--- src/rtl/vga_display_ctrl.sv ---
// VGA 640x480@60 display back end: registered sync/blank decode from upstream
// col/row counts, plus a request/valid frame-buffer prefetcher feeding a small pixel FIFO.
module vga_display_ctrl #(
    parameter int FIFO_DEPTH = 4,
    parameter int DATA_W     = 8
) (
    input  logic              clk,
    input  logic              n_rst,
    input  logic              enable,
    input  logic              flag_pulse,
    input  logic [9:0]        counter_col,
    input  logic [9:0]        counter_row,
    input  logic [19:0]       counter_addr,
    input  logic              flag_addr,
    input  logic [DATA_W-1:0] mem_rdata,
    input  logic              mem_rvalid,
    output logic              mem_read,
    output logic [19:0]       mem_addr,
    output logic              addr_enable,
    output logic              hsync,
    output logic              vsync,
    output logic              blank_n,
    output logic [DATA_W-1:0] rgb,
    output logic              underflow
);

    localparam int PTR_W = (FIFO_DEPTH > 1) ? $clog2(FIFO_DEPTH) : 1;
    localparam int CNT_W = PTR_W + 1;

    typedef enum logic [1:0] {
        IDLE,
        WAIT,
        ADV,
        DONE
    } state_t;

    state_t             state_reg;
    logic               last_reg;
    logic [DATA_W-1:0]  fifo_mem [FIFO_DEPTH];
    logic [PTR_W-1:0]   wr_ptr_reg;
    logic [PTR_W-1:0]   rd_ptr_reg;
    logic [CNT_W-1:0]   count_reg;

    logic               h_active;
    logic               v_active;
    logic               active;
    logic               hsync_next;
    logic               vsync_next;
    logic               fifo_empty;
    logic               has_room;
    logic               push;
    logic               pop;
    logic               frame_restart;
    logic [DATA_W-1:0]  head;

    always_comb begin
        h_active      = (counter_col < 10'd640);
        v_active      = (counter_row < 10'd480);
        active        = h_active && v_active;
        hsync_next    = !((counter_col >= 10'd656) && (counter_col <= 10'd751));
        vsync_next    = !((counter_row >= 10'd490) && (counter_row <= 10'd491));
        fifo_empty    = (count_reg == '0);
        has_room      = (count_reg < CNT_W'(FIFO_DEPTH));
        push          = (state_reg == WAIT) && mem_rvalid;
        pop           = flag_pulse && active && !fifo_empty;
        frame_restart = flag_pulse && (counter_row == 10'd524) && (counter_col == 10'd0);
        head          = fifo_mem[rd_ptr_reg];
    end

    // Storage carries no reset; validity is tracked entirely by count_reg.
    always_ff @(posedge clk) begin
        if (push) begin
            fifo_mem[wr_ptr_reg] <= mem_rdata;
        end
    end

    always_ff @(posedge clk or negedge n_rst) begin
        if (!n_rst) begin
            wr_ptr_reg <= '0;
            rd_ptr_reg <= '0;
            count_reg  <= '0;
        end else begin
            if (push) begin
                wr_ptr_reg <= wr_ptr_reg + PTR_W'(1);
            end
            if (pop) begin
                rd_ptr_reg <= rd_ptr_reg + PTR_W'(1);
            end
            case ({push, pop})
                2'b10:   count_reg <= count_reg + CNT_W'(1);
                2'b01:   count_reg <= count_reg - CNT_W'(1);
                default: count_reg <= count_reg;
            endcase
        end
    end

    // Pins move only on pixel strobes, one strobe behind the counter values.
    always_ff @(posedge clk or negedge n_rst) begin
        if (!n_rst) begin
            hsync     <= 1'b1;
            vsync     <= 1'b1;
            blank_n   <= 1'b0;
            rgb       <= '0;
            underflow <= 1'b0;
        end else if (flag_pulse) begin
            hsync   <= hsync_next;
            vsync   <= vsync_next;
            blank_n <= active;
            if (active && !fifo_empty) begin
                rgb <= head;
            end else begin
                rgb <= '0;
            end
            if (active && fifo_empty) begin
                underflow <= 1'b1;
            end
        end
    end

    // One request in flight at most; the ADV cycle lets counter_addr step before the next one.
    always_ff @(posedge clk or negedge n_rst) begin
        if (!n_rst) begin
            state_reg   <= IDLE;
            mem_read    <= 1'b0;
            mem_addr    <= '0;
            addr_enable <= 1'b0;
            last_reg    <= 1'b0;
        end else begin
            case (state_reg)
                IDLE: begin
                    if (enable && has_room) begin
                        mem_read  <= 1'b1;
                        mem_addr  <= counter_addr;
                        state_reg <= WAIT;
                    end
                end
                WAIT: begin
                    if (mem_rvalid) begin
                        mem_read    <= 1'b0;
                        last_reg    <= flag_addr;
                        addr_enable <= 1'b1;
                        state_reg   <= ADV;
                    end
                end
                ADV: begin
                    addr_enable <= 1'b0;
                    state_reg   <= last_reg ? DONE : IDLE;
                end
                DONE: begin
                    if (frame_restart) begin
                        state_reg <= IDLE;
                    end
                end
                default: state_reg <= IDLE;
            endcase
        end
    end

endmodule

--- config.mk ---
export PLATFORM = sky130hd
export DESIGN_NAME = vga_display_ctrl
export DESIGN_NICKNAME = d
export VERILOG_FILES = /design/src/rtl/vga_display_ctrl.sv
export SDC_FILE = /design/constraint.sdc
export NUM_CORES = 1
export LEC_CHECK = 0
export ABC_AREA = 1
export BUFFER_PORTS_ARGS = -buffer_cell sky130_fd_sc_hd__buf_2
export CORE_AREA = 2 2 87 89
export DETAILED_ROUTE_END_ITERATION = 6
export DIE_AREA = 0 0 89 91
export GPL_TIMING_DRIVEN = 0
export PLACE_DENSITY = 0.7
export SYNTH_ARGS = -nofsm -noshare
export SYNTH_HDL_FRONTEND = slang
export SYNTH_SLANG_ARGS = --single-unit
--- constraint.sdc ---
create_clock -name clk -period 2.95 [get_ports clk]
set_clock_uncertainty 0.2 [all_clocks]
set_input_delay 0.295 -clock clk [delete_from_list [all_inputs] [get_ports clk]]
set_output_delay 0.295 -clock clk [all_outputs]
set_load 0.1 [all_outputs]
## After elaboration in Yosys (flattened, before gate mapping)

Memory sizes are Yosys's and may differ from the RTL's.
Cells that the tools add are included.

| operators by class | value |
|---|---|
| add/sub/neg operators | 4 |
| magnitude comparators | 7 |
| equality and inequality tests | 9 |
| mux-type cells | 14 |
| reductions and logical operators | 26 |

Operators by type and width:

| kind | count |
|---|---|
| $logic_and 1x1->1 | 11 |
| $eq 10x10->1 const B | 1 |
| $ge 10x10->1 const B | 1 |
| $ge 10x9->1 const B | 1 |
| $le 10x10->1 const B | 1 |
| $le 10x9->1 const B | 1 |
| $logic_not 10->1 | 1 |
| $lt 10x10->1 const B | 1 |
| $lt 10x9->1 const B | 1 |
| $mux 2 | 4 |
| $mux 8 | 1 |
| $pmux 2 s4 | 1 |
| $reduce_and 2->1 | 4 |
| $eq 2x2->1 const B | 3 |
| $ne 2x2->1 const B | 3 |
| $pmux 3 s2 | 1 |
| $reduce_and 3->1 | 2 |
| $reduce_bool 2->1 | 3 |
| $mux 1 | 5 |
| $add 2x1->2 const B | 2 |
| $eq 2x1->1 const B | 2 |
| $pmux 1 s2 | 2 |
| $add 3x1->3 const B | 1 |
| $logic_not 1->1 | 3 |
| 4 further kinds | 4 |

| storage, ports and cells | value |
|---|---|
| bits in registers | 44 |
| bits in writable memories | 32 |
| word-level logic and storage cells | 74 |
| memories | 1 |

Memory list:

| name | depth | width | read ports | clocked after memory_dff | write ports | RTL line | source |
|---|---|---|---|---|---|---|---|
| fifo_mem | 4 | 8 | 1 | 0 | 1 | 39 | `logic [DATA_W-1:0] fifo_mem [FIFO_DEPTH];` |

## Longest topological paths before layout

| logic depth | value |
|---|---|
| depth after elaboration | 6 |
| mapped depth | 12 |
| depth with buffers taken out | 11 |

## Worst setup path before layout

Ideal clock, no wire load.

| path | value |
|---|---|
| path kind | input port to flip-flop |
| start point | input counter_col[8] |
| end point | register count_reg[2] |
| library setup time | 0.131 ns |
| data arrival time | 1.863 ns |
| data required time | 2.619 ns |
| slack | 0.756 ns |
| stages | 12 |
| path through | nor2_1 > nor2_1 > nor3_4 > nand3_2 > buf_6 > inv_1 > ha_1 > inv_1 > fa_1 > a21oi_1 > o21ai_0 > xor2_1 |

| on the way | value |
|---|---|
| longest elaborated chain between the ends | 6 |
| elaborated cells on any way between the ends | 8 |
| those cells by class | 1 x order compare; 2 x eq/ne; 1 x mux; 4 x reduce/logical |

Ends and longest elaborated chain:

| item | RTL line | source |
|---|---|---|
| start, declared | 11 | `input logic [9:0] counter_col,` |
| $lt 10x10->1 * | 57 | `h_active = (counter_col < 10'd640);` |
| $logic_and 1x1->1 * | 59 | `active = h_active && v_active;` |
| $logic_and 1x1->1 * (2 in a row) | 65 | `pop = flag_pulse && active && !fifo_empty;` |
| via pop | 52 | `logic pop;` |
| $eq 2x1->1 or $eq 2x2->1 (tied branches) | 89 | `case ({push, pop})` |
| $pmux 3 s2 or $reduce_bool 2->1 (tied branches) | n/a |  |
| end signal, assigned | 90 | `2'b10: count_reg <= count_reg + CNT_W'(1);` |
| end signal, assigned | 91 | `2'b01: count_reg <= count_reg - CNT_W'(1);` |
| end signal, assigned | 92 | `default: count_reg <= count_reg;` |
| end, declared | 42 | `logic [CNT_W-1:0] count_reg;` |

The timed path passes the listed nets; every way through them passes the cells marked *.
A chain may end at the register's enable or synchronous reset.

## Final worst setup path

| path | value |
|---|---|
| start point | register state_reg[1] |
| end point | memory fifo_mem[3][6], enable pin |

| on the way | value |
|---|---|
| longest elaborated chain between the ends | 4 |

Ends and longest elaborated chain:

| item | RTL line | source |
|---|---|---|
| start, declared | 37 | `state_t state_reg;` |
| start signal, assigned | 147 | `state_reg <= last_reg ? DONE : IDLE;` |
| $eq 2x1->1 | 64 | `push = (state_reg == WAIT) && mem_rvalid;` |
| $logic_and 1x1->1 | 64 |  |
| $mux 1 | 72 | `if (push) begin` |
| $mux 1 (implied by the code) | 73 | `fifo_mem[wr_ptr_reg] <= mem_rdata;` |
| end, declared | 39 |  |

No other way between the ends.

==> impl_metrics.tcl <==
set metrics [dict create \
    initialDrtViolationCount 127 \
    numCtsBuffers 9 \
    wl_um 6350 \
    antenna_found_initial 0 \
    n_fill_cell 608 \
    hold_path.class "input pin to register" \
    total_power_uw 5190 \
    grt-ovfl-total 0 \
    rsz0062_at_grt "false" \
    reg_top3 "fifo_mem: 32 flops, mem_addr: 20 flops, rgb: 8 flops" \
    path_clk_slew_ns 0.07 \
    cp-start-kind "register" \
    firstDrtPassIters 5 \
    detail_route.wl_per_cell_um 12.6 \
    fmax_mhz 440 \
    hold_path_depth 3 \
    clock_sink_count 76 \
    layout_min_cycle_time_ns 2.27 \
    largest_register_ffs 32 \
    h-tree-depth 3 \
    setup-violations-final 0 \
    worstPathRequired_ns 2.72 \
    synth_top_area_share 0.316 \
    ys_seq_area_frac 0.621 \
    start_util 0.466 \
    rows 31 \
    hold_ws_ns 0.0366 \
    synth_cell_types 34 \
    cp_max_fo 8 \
    postSynthNetCount 332 \
    yosys_register_bits 76 \
    regMostFlops "fifo_mem" \
    synth_top_area_cell "dfrtp_1" \
    final.setup.tns_ns 0 \
    critPathKind "register to register" \
    grt_pass1_wl_um 10800 \
    place.gp.congestion 0.699 \
    avgSynthCellArea_um2 12.2 \
    core_um2 7140 \
    cp.arrival_ns 2.04 \
    nNetsFinal 460 \
    endpoint_kind "register" \
    synth_warnings 0 \
    leakagePower_uw 0.00205 \
    area_growth_pct 32.3 \
    slew_viol_final 0 \
    ir_drop_mv 1.31 \
    num_vias 2333 \
    diodes 0 \
    postSynthCellCount 272 \
    vias_per_cell 4.63 \
    maxCapViolations 0 \
    netlist_area_um2 3320 \
    ctsRootBufferMaster "clkbuf_8" \
    synth.area.top_cells "dfrtp_1, edfxtp_1, mux2_4, nor2_1, nand2_1" \
    fp.dieW_um 89 \
    die_height_um 91 \
    status "finished clean" \
    pin_count 88 \
    p_per_area_nw_per_um2 1180 \
    reg2reg_depth 5 \
    hold_viol 0 \
    gr-usage-all-layers 0.178 \
    worst_pin_slew_ns 0.964 \
    io_buffers 87 \
    die_area_um2 8100 \
    first_global_vias 2410 \
    period_share 0.770 \
    ant_nets 0 \
    cts_tree "yes" \
    dpl.hpwl_um 4230 \
    grt_max_degree 45 \
    slew_headroom 0.357 \
    drc 0 \
    drive_gt1_frac 0.363 \
    clkLatencyLatePin_ns 0.34 \
    cts_buffer_depth 2 \
]
final timing paths:
path	from	to	slack, ns
worst max-delay path	state_reg[1]	fifo_mem[3][6]	0.68
worst min-delay path	flag_pulse	vsync	0.04
worst max register to register	state_reg[1]	fifo_mem[3][6]	0.68
worst min register to register	count_reg[0]	count_reg[0]	0.27
max in group asynchronous	n_rst	rd_ptr_reg[0]	1.50
min in group asynchronous	n_rst	mem_addr[7]	0.44
kinds of logic (layout without fill, tap and decap cells):
kind of cell             after synthesis  in the layout  synth area share
AO/OA/AOI/OAI                         45             45            0.0884
XOR/XNOR                               5              5            0.0132
adder cells (fa/ha/maj)                6              6            0.0248
buffers and inverters                 35            168            0.0504
flip-flops                            76             76             0.621
multiplexers                          20             20            0.0892
AND/OR/NAND/NOR                       85             85             0.113
cell usage in the layout, fill, tap and decap left out, types with 2 or more instances in the layout:
cell           netlist  layout
o21ai_2              8       8
buf_2                2      89
clkbuf_1             2       3
clkinv_2             0       2
clkbuf_8             0       9
nand2_1             35      35
edfxtp_1            32      32
xor2_1               3       3
nand3_1              6       6
dlygate4sd3_1        0      30
xnor2_1              2       2
dfrtp_1             42      42
mux2_4              19      19
inv_1               23      23
o21ai_0             23      23
o22a_1               8       8
a21oi_1              2       2
buf_6                4       4
dfstp_2              2       2
inv_2                3       3
ha_1                 5       5
bufinv_16            0       2
nor2_1              36      36
power by group:
| group | total, uW | internal, uW | switching, uW |
|---|---|---|---|
| Sequential | 1570 | 1410 | 157 |
| Clock | 847 | 478 | 369 |
| Combinational | 2770 | 696 | 2070 |
layout make-up:
cell class	count	area, um2	area share
Sequential cell	76	2060	0.469
Multi-Input combinational cell	161	1090	0.248
Timing Repair Buffer	117	736	0.167
Clock buffer	10	128	0.0290
Tap cell	99	124	0.0282
Inverter	26	97.6	0.0222
Clock inverter	6	87.6	0.0199
Buffer	9	70.1	0.0159
cell usage after synthesis (all sizes together):
cell type,count
o211ai,1
edfxtp,32
or2,1
fa,1
inv,26
o22a,8
nand4,1
o21ai,32
ha,5
xor2,3
a22o,1
dfstp,2
a21oi,2
buf,7
dfrtp,42
o21bai,1
mux2,20
nor2,37
nor4,1
clkbuf,2
nand2,35
nor3,2
nand3,8
xnor2,2
stage by stage:
stage	setup slack, ns	std cells	area (um2)	util
finish	0.677	504	4400	0.616
global placement	0.485	458	3880	0.544
global route	0.481	504	4400	0.616
detailed placement	0.479	458	3880	0.544
CTS	0.622	504	4400	0.616
floorplan	0.756	272	3320	-
worst max-delay path, cell delays in order (launching register included):
cell and delay, ns:
dfrtp_1 0.44, inv_1 0.13, nand2_1 0.08, nor2_1 0.29
inv_2 0.14, nor2_1 0.61
per-layer routing:
metal  up-vias  track usage  share of wire
li1       1175            -              -
met1      1076        0.225           0.44
met2        78        0.280           0.49
met3         4       0.0591          0.065
met4         0       0.0734         0.0099
met5         -            0              0
what timing repair did:
item	CTS	global route
setup buffers	0	0
hold buffers	30	0
resized for setup	0	0
hold endpoints to repair	95	0
No activity file was read; power rests on OpenSTA's default activity.
